[src/rtl/alu_nibble_seq.sv]
// Nibble-serial ALU sequencer: one 8-bit op per request, low nibble then high
// nibble through a shared 4-bit datapath, result and {Z,N,H,C} on a valid/ready channel.
module alu_nibble_seq (
   input  logic       clk,
   input  logic       reset_n,
   input  logic       in_valid,
   output logic       in_ready,
   input  logic [2:0] in_op,
   input  logic [7:0] in_a,
   input  logic [7:0] in_b,
   input  logic       in_cin,
   output logic       out_valid,
   input  logic       out_ready,
   output logic [7:0] out_r,
   output logic [3:0] out_flags
);

   typedef enum logic [1:0] {IDLE = 2'd0, LO = 2'd1, HI = 2'd2, DONE = 2'd3} state_t;

   localparam logic [2:0] OP_ADD = 3'd0;
   localparam logic [2:0] OP_ADC = 3'd1;
   localparam logic [2:0] OP_SUB = 3'd2;
   localparam logic [2:0] OP_SBC = 3'd3;
   localparam logic [2:0] OP_AND = 3'd4;
   localparam logic [2:0] OP_XOR = 3'd5;
   localparam logic [2:0] OP_OR  = 3'd6;
   localparam logic [2:0] OP_NEG = 3'd7;

   state_t     state_r, state_s;
   logic [2:0] op_r;
   logic [7:0] a_r, b_r;
   logic       cin_r, half_r;
   logic [3:0] lo_r;
   logic [7:0] res_r;
   logic [3:0] flags_r;
   logic       valid_r;

   logic       accept_s;
   logic [3:0] x_s, y_s;
   logic       ci_s;
   logic [4:0] nib_s;
   logic       arith_s, sub_s;
   logic [7:0] full_s;
   logic [3:0] flags_s;

   assign in_ready  = (state_r == IDLE) | ((state_r == DONE) & out_ready);
   assign accept_s  = in_valid & in_ready;
   assign out_valid = valid_r;
   assign out_r     = res_r;
   assign out_flags = flags_r;

   // Next-state decode
   always_comb begin
      state_s = state_r;
      case (state_r)
         IDLE: begin
            if (accept_s) state_s = LO;
            else          state_s = IDLE;
         end
         LO:   state_s = HI;
         HI:   state_s = DONE;
         DONE: begin
            if (out_ready) state_s = accept_s ? LO : IDLE;
            else           state_s = DONE;
         end
         default: state_s = IDLE;
      endcase
   end

   // Shared 4-bit datapath; HI chains only from the latched half-carry
   always_comb begin
      sub_s   = (op_r == OP_SUB) | (op_r == OP_SBC) | (op_r == OP_NEG);
      arith_s = sub_s | (op_r == OP_ADD) | (op_r == OP_ADC);
      if (state_r == HI) begin
         x_s  = a_r[7:4];
         y_s  = b_r[7:4];
         ci_s = half_r;
      end else begin
         x_s  = a_r[3:0];
         y_s  = b_r[3:0];
         ci_s = ((op_r == OP_ADC) | (op_r == OP_SBC)) ? cin_r : 1'b0;
      end
      if (op_r == OP_NEG) begin
         x_s = 4'd0;
      end else begin
         x_s = x_s;
      end
      case (op_r)
         OP_ADD, OP_ADC:         nib_s = {1'b0, x_s} + {1'b0, y_s} + {4'd0, ci_s};
         OP_SUB, OP_SBC, OP_NEG: nib_s = {1'b0, x_s} - {1'b0, y_s} - {4'd0, ci_s};
         OP_AND:                 nib_s = {1'b0, x_s & y_s};
         OP_XOR:                 nib_s = {1'b0, x_s ^ y_s};
         OP_OR:                  nib_s = {1'b0, x_s | y_s};
         default:                nib_s = 5'd0;
      endcase
      full_s  = {nib_s[3:0], lo_r};
      flags_s = {(full_s == 8'h00), sub_s,
                 arith_s ? half_r : (op_r == OP_AND),
                 arith_s ? nib_s[4] : 1'b0};
   end

   // State, operand capture and result/flag registers
   always_ff @(posedge clk or negedge reset_n) begin
      if (!reset_n) begin
         state_r <= IDLE;
         op_r    <= 3'd0;
         a_r     <= 8'h00;
         b_r     <= 8'h00;
         cin_r   <= 1'b0;
         half_r  <= 1'b0;
         lo_r    <= 4'h0;
         res_r   <= 8'h00;
         flags_r <= 4'h0;
         valid_r <= 1'b0;
      end else begin
         state_r <= state_s;
         valid_r <= (state_s == DONE);
         if (accept_s) begin
            op_r  <= in_op;
            a_r   <= in_a;
            b_r   <= in_b;
            cin_r <= in_cin;
         end
         if (state_r == LO) begin
            lo_r   <= nib_s[3:0];
            half_r <= nib_s[4];
         end
         if (state_r == HI) begin
            res_r   <= full_s;
            flags_r <= flags_s;
         end
      end
   end

endmodule
[config.mk]
export PLATFORM = sky130hd
export DESIGN_NAME = alu_nibble_seq
export DESIGN_NICKNAME = d
export VERILOG_FILES = /design/src/rtl/alu_nibble_seq.sv
export SDC_FILE = /design/constraint.sdc
export NUM_CORES = 1
export LEC_CHECK = 0
export ABC_CLOCK_PERIOD_IN_PS = 7100
export CORE_MARGIN = 2
export CORE_UTILIZATION = 55
export CTS_CLUSTER_SIZE = 16
export DETAILED_ROUTE_END_ITERATION = 6
export GPL_ROUTABILITY_DRIVEN = 1
export PLACE_DENSITY = 0.82
export REMOVE_ABC_BUFFERS = 1
export SYNTH_ARGS = -nofsm -noshare
export SYNTH_HDL_FRONTEND = slang
export SYNTH_SLANG_ARGS = --single-unit
[constraint.sdc]
create_clock -name clk -period 7.1 [get_ports clk]
set_clock_uncertainty 0.05 [all_clocks]
set_input_delay 1.42 -clock clk [delete_from_list [all_inputs] [get_ports clk]]
set_output_delay 1.42 -clock clk [all_outputs]
set_load 0.01 [all_outputs]
==> results.yml <==
run_status:
  outcome: "finished clean"
grt:
  grt_pass1_wl_mm: 6.44
  grtUsageMet2_pct: 31.2
  gr-max-usage-layer: "met2"
  gr-usage-met1_pct: 23.5
  grt_pass1_vias: 1468
  antenna_found_initial: 0
  grt_util_met3_pct: 4.93
  grt_overflow: 0
  grt_max_degree: 41
  grt_usage_pct: 18.8
die:
  die_y_um: 68.1
  initial_core_util_pct: 56.8
  pin_count: 38
  core_area_sq_um: 3970
  rows: 23
  dieWidth_um: 68.1
  die_area_sq_um: 4630
yosys:
  ys_types: 36
  synth_area_leaders: "dfrtp_1 44%, mux2_2 10%, ha_1 6.7%"
  ys_seq_area_share_pct: 44.3
  synth_edf_count: 0
  ys.flop_type: "dfrtp_1"
  postSynthCellCount: 218
  syn_area_per_cell_sq_um: 10.4
  yosysTopAreaCell: "dfrtp_1"
  syn_area_sq_um: 2260
  yosys_warnings: 0
  async_flop_share_pct: 100
  ys_seq_elements: 40
  netlist.area_leader.share_pct: 44.3
sta:
  fin_crit_ns: 4.17
  hold_viol_final: 0
  slew_headroom_pct: 42.9
  fin_setup_tns_ns: 0
  slew_violations: 0
  fin_crit_sh_pct: 58.8
  timing.fmax_mhz: 240
  setup_viol: 0
  rsz0062_at_grt: "no"
  tightest_slew_ns: 0.857
route:
  drc: 0
  drt-pass1-iter-count: 4
  via_count: 1533
  drt-vias-per-instance: 5.04
  wl_per_cell_um: 11.9
  drt-total-wl_mm: 3.60
  drt-initial-drc-count: 106
  drtAntennaViolNets: 0
final_layout:
  seqCellArea_sq_um: 1000
  nets: 293
  layout-drive-gt1-share_pct: 14.6
  multiInputGateArea_sq_um: 1140
  fin_util_pct: 69.2
  fillCellCount: 301
  most-common-layout-cells: "40 x dfrtp_1, 36 x clkdlybuf4s50_1, 35 x nand2_1, 20 x mux2_2, 18 x nor2_1"
  layout_commonest_cell: "dfrtp_1"
  diodes: 0
  instances_no_fill: 304
  areaGrowthSynthToFinish_pct: 21.8
placement:
  gp_congestion: 0.827
  io_buffers: 37
  dpl.cell_count: 296
  dp_hpwl_mm: 2.74
worst_setup_path:
  end_kind: "output port"
  crit_chain: "clkdlybuf4s50_1 > a21boi_1 > nor2_1 > clkdlybuf4s50_1"
  arrival_ns: 2.70
  critPathMaxFanout: 3
  cp-start-kind: "input port"
  slowest_delay_ns: 0.57
  crit_type: "input port to output port"
  critical_path_required_ns: 5.63
  slowest_stage: "clkdlybuf4s50_1"
  crit_family: "buffers and inverters"
  timing.critical_path.mode_cell: "clkdlybuf4s50_1"
  path_buf_inv: 2
clocking:
  clkSinkCount: 40
  cts_hold_buf: 0
  post-cts-setup-buffers: 0
  cts_tree: "built"
  root_buffer: "clkbuf_8"
  ctsLongestPathBuffers: 2
  ctsResizeCount: 0
  clock_latency_ns: 0.30
  cts_made_buffers: 5
  clk_pin_slew_ns: 0.08
  htreeDepth: 2
hold_path:
  hp-class: "register to register"
flow_run:
  cap_violations: 0
## logic make-up (layout without fill, tap and decap cells)
kind of cell,count (synthesis),in the layout,synth area share [%]
AO/OA/AOI/OAI,29,29,8.26
XOR/XNOR,4,4,1.55
AND/OR/NAND/NOR,69,69,14.1
adder cells (fa/ha/maj),16,16,10.2
flip-flops,40,40,44.3
multiplexers,33,33,16.3
buffers and inverters,27,63,5.27
## stage by stage
stage	hold slack [ns]	cell area [sq um]	worst slack [ns]
CTS	0.433	2750	2.92
finish	0.425	2750	2.93
global placement	0.407	2640	2.94
floorplan	0.402	2200	3.82
global route	0.457	2750	2.82
detailed placement	0.414	2640	2.94
## cells in the mapped netlist, types with 2 or more instances
cell type	instances
a21oi_1	5
a31oi_1	2
buf_2	5
buf_4	3
clkbuf_1	2
dfrtp_1	40
fa_1	4
ha_1	12
inv_1	17
mux2_2	20
mux2i_1	12
nand2_1	35
nand2b_1	5
nor2_1	18
nor2b_1	2
o21a_1	3
o21ai_0	11
or2_2	2
xnor2_1	3
## state kept, by name, summed over array words and instances, names as in the netlist
name and cells:
half_r 1, cin_r 1, out_flags 4, state_r 2, b_r 8, op_r 3, a_r 8, out_r 8
lo_r 4, out_valid 1
## area by class of cell
| type | instances | share of cell area, % |
|---|---|---|
| clock buffer | 5 | 2.50 |
| sequential | 40 | 36.4 |
| tap | 50 | 2.28 |
| timing repair buffer | 38 | 13.6 |
| clock inverter | 3 | 1.55 |
| inverter | 17 | 2.32 |
| multi-input combinational | 151 | 41.4 |
## tightest hold or removal path, delay by kind of cell, from the launching register on
| kind | cells | cell delay, ns |
|---|---|---|
| DFF | 1 | 0.35 |
| and+or+nand+nor | 2 | 0.10 |
## worst paths after layout
path / start / endpoint / slack (ns) / cells after the start
worst max-delay path: out_ready / in_ready / 2.93 / 4
worst min-delay path: out_r[0] / out_r[0] / 0.43 / 2
worst max register to register: state_r[1] / out_flags[3] / 3.52 / 12
worst min register to register: out_r[0] / out_r[0] / 0.43 / 2
max in group asynchronous: reset_n / b_r[2] / 5.29 / 1
min in group asynchronous: reset_n / out_r[1] / 1.18 / 1
## layer usage
metal / wire (um) / part of all wire, %
met1: 1740 / 48
met2: 1660 / 46
met3: 140 / 3.9
met4: 56 / 1.6
met5: 0 / 0
Power is not shown: default switching activity piles up to over one toggle a cycle in this logic, so the estimate is an artifact.
